<file path="config.mk">
export PLATFORM = sky130hd
export DESIGN_NAME = pipe_skid_reg
export DESIGN_NICKNAME = d
export VERILOG_FILES = /design/src/rtl/pipe_pkg.sv /design/src/rtl/pipe_skid_reg_sat_counter.sv /design/src/rtl/pipe_skid_reg.sv
export SDC_FILE = /design/constraint.sdc
export NUM_CORES = 1
export LEC_CHECK = 0
export ABC_AREA = 1
export CORE_MARGIN = 4
export CORE_UTILIZATION = 45
export DETAILED_ROUTE_END_ITERATION = 10
export PLACE_DENSITY = 0.74
export SETUP_SLACK_MARGIN = 0.3
export SYNTH_ARGS = -nofsm -noshare
export SYNTH_HDL_FRONTEND = slang
export SYNTH_HIERARCHICAL = 1
export SYNTH_SLANG_ARGS = --single-unit
</file>
<file path="constraint.sdc">
create_clock -name clk -period 1.3 [get_ports clk]
set_input_delay 0.26 -clock clk [delete_from_list [all_inputs] [get_ports clk]]
set_output_delay 0.26 -clock clk [all_outputs]
set_load 0.02 [all_outputs]
</file>
<file path="src/rtl/pipe_pkg.sv">
// Shared types and constants for the pipeline stage register (pipe_skid_reg).
package pipe_pkg;

  typedef enum logic [1:0] {
    EMPTY = 2'b00,
    BUSY  = 2'b01,
    FULL  = 2'b10
  } pipe_state_t;

  localparam int PIPE_DEFAULT_WIDTH = 16;
  localparam int STALL_CNT_W        = 16;

endpackage

</file>
<file path="src/rtl/pipe_skid_reg_sat_counter.sv">
// Saturating up-counter with synchronous clear; used for the stage's stall counter.
module sat_counter #(
  parameter int WIDTH = 16
) (
  input  logic             clk,
  input  logic             rst,
  input  logic             inc,
  input  logic             clr,
  output logic [WIDTH-1:0] count
);

  always_ff @(posedge clk or posedge rst) begin
    if (rst) begin
      count <= '0;
    end else if (clr) begin
      count <= '0;
    end else if (inc && (count != '1)) begin
      count <= count + 1'b1;
    end
  end

endmodule

</file>
<file path="src/rtl/pipe_skid_reg.sv">
// Pipeline stage register with valid/ready handshake, 2-entry skid buffer and flush.
// Optional stall counter port stall_cnt is built when PIPE_STALL_CNT_EN is defined.
module pipe_skid_reg
  import pipe_pkg::*;
#(
  parameter int               WIDTH     = PIPE_DEFAULT_WIDTH,
  parameter logic [WIDTH-1:0] RESET_VAL = '0
) (
  input  logic             clk,
  input  logic             rst,
  input  logic             flush,
  input  logic             in_valid,
  output logic             in_ready,
  input  logic [WIDTH-1:0] in_data,
  output logic             out_valid,
  input  logic             out_ready,
  output logic [WIDTH-1:0] out_data,
  output pipe_state_t      dbg_state
`ifdef PIPE_STALL_CNT_EN
  ,
  output logic [STALL_CNT_W-1:0] stall_cnt
`endif
);

  // Handshake: a transfer happens on a rising edge where valid and ready are both 1.
  // in_ready/out_valid depend only on the state register (and rst), never on out_ready.

  pipe_state_t      state_q, state_d;
  logic [WIDTH-1:0] main_q, main_d;
  logic [WIDTH-1:0] skid_q, skid_d;
  logic             in_acc, out_acc;

  assign out_valid = (state_q != EMPTY);
  assign in_ready  = !rst && (state_q != FULL);
  assign out_data  = main_q;
  assign dbg_state = state_q;

  assign in_acc  = in_valid & in_ready;
  assign out_acc = out_valid & out_ready;

  always_ff @(posedge clk or posedge rst) begin
    if (rst) begin
      state_q <= EMPTY;
      main_q  <= RESET_VAL;
      skid_q  <= RESET_VAL;
    end else begin
      state_q <= state_d;
      main_q  <= main_d;
      skid_q  <= skid_d;
    end
  end

  always_comb begin
    state_d = state_q;
    main_d  = main_q;
    skid_d  = skid_q;
    case (state_q)
      EMPTY: begin
        if (in_acc) begin
          state_d = BUSY;
          main_d  = in_data;
        end
      end
      BUSY: begin
        if (in_acc && out_acc) begin
          main_d = in_data;
        end else if (in_acc) begin
          state_d = FULL;
          skid_d  = in_data;
        end else if (out_acc) begin
          state_d = EMPTY;
        end
      end
      FULL: begin
        if (out_acc) begin
          state_d = BUSY;
          main_d  = skid_q;
        end
      end
      default: state_d = EMPTY;
    endcase
    // Flush drops everything, including a word accepted this cycle; storage keeps stale data.
    if (flush) begin
      state_d = EMPTY;
      main_d  = main_q;
      skid_d  = skid_q;
    end
  end

`ifdef PIPE_STALL_CNT_EN
  sat_counter #(
    .WIDTH(STALL_CNT_W)
  ) u_stall_cnt (
    .clk  (clk),
    .rst  (rst),
    .inc  (out_valid & ~out_ready),
    .clr  (flush),
    .count(stall_cnt)
  );
`endif

endmodule
</file>
[After elaboration in Yosys (flattened, before gate mapping)]
Index checks and enable logic that the tools add are counted.
Widths: inputs -> output; s select.
Storage, ports and cells
  bits in latches: 0
  memory bits (read-only): 0
  bits in writable memories: 0
  word-level logic and storage cells: 37
  memories kept: 0
  register bits after elaboration: 34
Operators by class
  div/mod/pow operators: 0
  shift operators: 0
  multipliers: 0
  multiplexer cells: 11
  reduce and logical (&&, ||, !) cells: 9
  order comparisons: 0
  add/subtract/negate cells: 0
  bitwise logic cells: 4
  equality and inequality tests: 10
Operators by type and width (count)
  $mux 16: 3
  $pmux 16 s3: 1
  $mux 2: 6
  $ne 3x3->1 const B: 3
  $ne 2x2->1 const B: 4
  $reduce_and 4->1: 2
  $pmux 2 s3: 1
  $reduce_and 5->1: 1
  $ne 4x4->1 const B: 1
  $reduce_bool 3->1: 1
  $and 1x1->1: 2
  $eq 2x1->1 const B: 1
  $eq 2x2->1 const B: 1
  $logic_and 1x1->1: 2
  $logic_not 2->1: 1
  $not 1->1: 2
  $reduce_bool 2->1: 1
  $logic_not 1->1: 1

[Longest topological paths before layout]
  depth after elaboration: 7
  gate-level depth with buffers: 9
  mapped depth without buffers: 9

[Least setup slack after synthesis]
Ideal clock, no wire load.
  kind: input -> register
  start: in rst
  end: reg main_q[0] (netlist: out_data[0])
  setup slack: -597 ps
  arrival time: 1774 ps
  path buffers: 1
  stages on the path: 7
  required time: 1177 ps
  path through: inv_1 nand3_4 a21oi_4 nand2_4 buf_6 nand2_1 o21ai_2
Between the ends
  cells in the longest elaborated chain, start to end: 6
  elaborated cells between the ends (all ways): 7
  classes of those cells: eq/ne (2); bitwise (1); reduce/logical (4)
RTL lines
  from (decl): RTL line pipe_skid_reg.sv:10  | input logic rst,
  $logic_not 1->1 (no source line) (*)
  $logic_and 1x1->1 (*): RTL line pipe_skid_reg.sv:34  | assign in_ready = !rst && (state_q != FULL);
  $and 1x1->1 (*): RTL line pipe_skid_reg.sv:38  | assign in_acc = in_valid & in_ready;
  $logic_and 1x1->1: RTL line pipe_skid_reg.sv:65  | if (in_acc && out_acc) begin
  $ne 2x2->1 (no source line)
  $reduce_and 5->1 (no source line) (*)
  to (signal assigned): RTL line pipe_skid_reg.sv:48  | main_q <= main_d;
  to (decl): RTL line pipe_skid_reg.sv:29  | logic [WIDTH-1:0] main_q, main_d;
Every way passes the cells marked *; elsewhere a longest branch is shown, timed or not.
A chain may end at the register's enable or synchronous reset.

[Worst setup path after layout]
  start: in out_ready
  end: reg main_q[12] (netlist: out_data[12])
Between the ends
  cells in the longest elaborated chain, start to end: 4
  elaborated cells between the ends (all ways): 5
  classes of those cells: eq/ne (2); bitwise (1); reduce/logical (2)
RTL lines
  from (decl): RTL line pipe_skid_reg.sv:16  | input logic out_ready,
  $and 1x1->1 (*): RTL line pipe_skid_reg.sv:39  | assign out_acc = out_valid & out_ready;
  $logic_and 1x1->1: RTL line pipe_skid_reg.sv:65
  $ne 2x2->1 (no source line)
  $reduce_and 5->1 (no source line) (*)
Marked as above.

==> results.json <==
{
  "status": "finished with violations",
  "failed_checks": "setup timing",
  "antenna_found_initial": 0,
  "setup_viol": 37,
  "r2r_end": "out_data[12]",
  "power.total_mw": 5.762,
  "htreeDepth": 2,
  "p_int_mw": 3.726,
  "portBuffers": 40,
  "synth_seq_area_share": 0.4735,
  "path_buf_inv": 3,
  "power_density_mw_per_mm2": 1900,
  "synth_top_area_share": 0.4735,
  "grt_max_degree": 35,
  "drcViolationCount": 0,
  "grt_pass1_vias": 1434,
  "core_mm2": 0.003771,
  "synth_ff_type": "dfrtp_1",
  "root_buffer": "clkbuf_8",
  "vias": 1610,
  "start_kind": "primary input",
  "final_cells": 330,
  "syn_nets": 212,
  "power_leakage_nw": 1.504,
  "ys_seq_elements": 34,
  "ios": 41,
  "first_iter_violations": 126,
  "die_h_um": 71.19,
  "nets": 302,
  "n_antenna_cell": 0,
  "cts_buffer_depth": 2,
  "dieArea_mm2": 0.005067,
  "cp-end-kind": "register",
  "hold_viol": 0,
  "first_pass_iters": 4,
  "dieWidth_um": 71.19,
  "r2r_start": "dbg_state[1]",
  "required_ns": 1.47,
  "clock_power_share": 0.165,
  "cpLargestDelayFamily": "buffers and inverters",
  "holdPathEnd": "skid_q[1]",
  "switching_share": 0.3533,
  "drive_gt1_frac": 0.5496,
  "grt.overflow.total": 0,
  "synthTopCellsByArea": "dfrtp_1, o21ai_2, nand2_1, o21ai_0, inv_1",
  "avgSynthCellArea_um2": 9.407,
  "placedCellCount": 291,
  "async_reset_ff_frac": 1.000,
  "min_delay_path_depth": 2,
  "clk_pin_slew_ns": 0.07,
  "worst_pin_slew_ns": 0.3220,
  "wl_um": 4582,
  "fmaxAchievable_ghz": 0.6206,
  "slew_headroom": 0.7831,
  "maxSlewViolCount": 0,
  "slowest_stage": "clkdlybuf4s50_1",
  "critical_path_class": "primary input to register",
  "min-delay-start": "skid_q[1]",
  "syn_inst": 191,
  "switchingPower_mw": 2.035,
  "grtUsageTotal": 0.1552,
  "clock_sinks": 34,
  "cp_max_fo": 5,
  "seqPwrFrac": 0.339,
  "vias_per_cell": 4.879,
  "ant_nets": 0,
  "layout_setup_ws_ns": -0.3112,
  "ys_types": 20,
  "synth_common_cells": "nand2_1, dfrtp_1, o21ai_2",
  "finClkSkew_ns": 0.003021,
  "crit_path_max_incr_delay_ns": 0.48,
  "vdd_ir_drop_max_v": 0.0009869,
  "cts_buffers": 5,
  "cts_tree": "done",
  "path_common_cell": "nand2_1",
  "dp.final_hpwl_um": 2414,
  "area_growth_pct": 68.73,
  "critPathArrivalTime_ns": 1.78,
  "yosysTopAreaCell": "dfrtp_1",
  "wl_per_cell_um": 13.88,
  "r2r_slack_ns": -0.26,
  "place_ws_ns": -0.4793,
  "multiInputGateArea_um2": 945.9,
  "hp-class": "register to register",
  "n_fill_cell": 216,
  "gp_congestion": 0.8477,
  "clk_latency_ns": 0.29,
  "drv_cap": 0,
  "rsz0062_at_grt": "yes",
  "synth_most_common_cell": "nand2_1",
  "synth_edf_count": 0,
  "rows": 22,
  "combPwrFrac": 0.495,
  "initial_core_util": 0.4764,
  "syn-cell-area_mm2": 0.001797,
  "path_cells": "clkdlybuf4s50_1 > inv_1 > o21ai_0 > nand2_1 > a21oi_4 > nand2_4 > clkbuf_16 > nand2_1 > o21ai_2",
  "reg2reg_depth": 8,
  "min_period_over_period": 1.239,
  "yosysWarnings": 6,
  "grt_pass1_wl_um": 6196,
  "regArea_um2": 853.3,
  "period_minus_slack_ns": 1.611
}
==> metal layers <==
layer,wire length [um],up-vias,global-route usage
met2,2483,45,0.2582
li1,-,797,-
met4,74,0,0.06889
met1,1774,757,0.1858
met3,250,11,0.04403
met5,0,-,0
==> power by group through the flow <==
| stage | clock network [mW] | registers [mW] | logic (mW) |
|---|---|---|---|
| floorplan | 0 | 2.11 | 0.914 |
| global placement | 0 | 1.83 | 1.98 |
| detailed placement | 0 | 1.85 | 2.02 |
| CTS | 0.976 | 1.85 | 2.39 |
| global route | 1.02 | 2.02 | 3.05 |
| finish | 0.953 | 1.96 | 2.85 |
==> worst reg2reg max path: cells and delay by family, from the launching register on <==
kind	cells	cell delay (ns)
compound gates	3	0.31
simple gates	3	0.34
flops	1	0.47
buf+inv	2	0.32
==> registers in the layout (all words and copies together) (netlist names) <==
signal / count
dbg_state: 2
out_data: 16
skid_q: 16
==> cells in the final DEF, fill, tap and decap left out, drive strengths merged <==
| cell type | Yosys | layout |
|---|---|---|
| o21ai | 44 | 44 |
| inv | 19 | 18 |
| nor3 | 1 | 1 |
| nand2 | 61 | 61 |
| clkbuf | 1 | 11 |
| a21oi | 2 | 2 |
| a31oi | 1 | 1 |
| clkdlybuf4s50 | 0 | 20 |
| nor2 | 6 | 6 |
| clkinvlp | 0 | 1 |
| buf | 9 | 69 |
| bufinv | 0 | 1 |
| mux2i | 3 | 3 |
| nand3 | 9 | 9 |
| nand4 | 1 | 1 |
| dfrtp | 34 | 34 |
==> how the worst max path moves through the flow <==
stage,end,start,slack (ns),cells after the start
finish,out_data[12],out_ready,-0.31,9
global route,out_data[12],out_ready,-0.36,9
CTS,out_data[1],dbg_state[1],-0.17,8
detailed placement,in_ready,rst,-0.48,3
global placement,in_ready,rst,-0.47,3
floorplan,out_data[10],rst,-0.27,7
==> cell type report <==
cell class	count	area share
multi-input cells	128	0.3120
well taps	48	0.01981
clock buffers	7	0.02518
flip-flops and latches	34	0.2815
clock inverters	1	0.009905
inverters	19	0.02559
repair buffers	93	0.3260
==> cells by family (layout without fill, tap and decap cells) <==
family,count (synthesis),in the layout,synth area share
multiplexers,3,3,0.01671
AND/OR/NAND/NOR,78,78,0.2117
AO/OA/AOI/OAI,47,47,0.2047
flip-flops,34,34,0.4735
buffers and inverters,29,120,0.09331
==> timing repair <==
item | in CTS | in global routing
hold buffers | 0 | 0
resized for setup | 123 | 49
gates cloned | 0 | 6
endpoints found under the setup margin | 54 | 54
buffers inserted | 16 | 9
pin swaps | 2 | 5
==> stage by stage <==
| stage | utilization | area (um^2) | hold WS (ns) | TNS [ns] |
|---|---|---|---|---|
| after floorplan | - | 1814 | 0.2206 | -8.631 |
| after global placement | 0.6344 | 2392 | 0.4541 | -12.62 |
| after detailed placement | 0.6344 | 2392 | 0.4585 | -12.85 |
| after CTS | 0.7074 | 2668 | 0.4755 | -4.290 |
| after global routing | 0.8039 | 3032 | 0.5060 | -9.498 |
| final | 0.8039 | 3032 | 0.4873 | -7.229 |
Power figures use the tool's default switching activity.
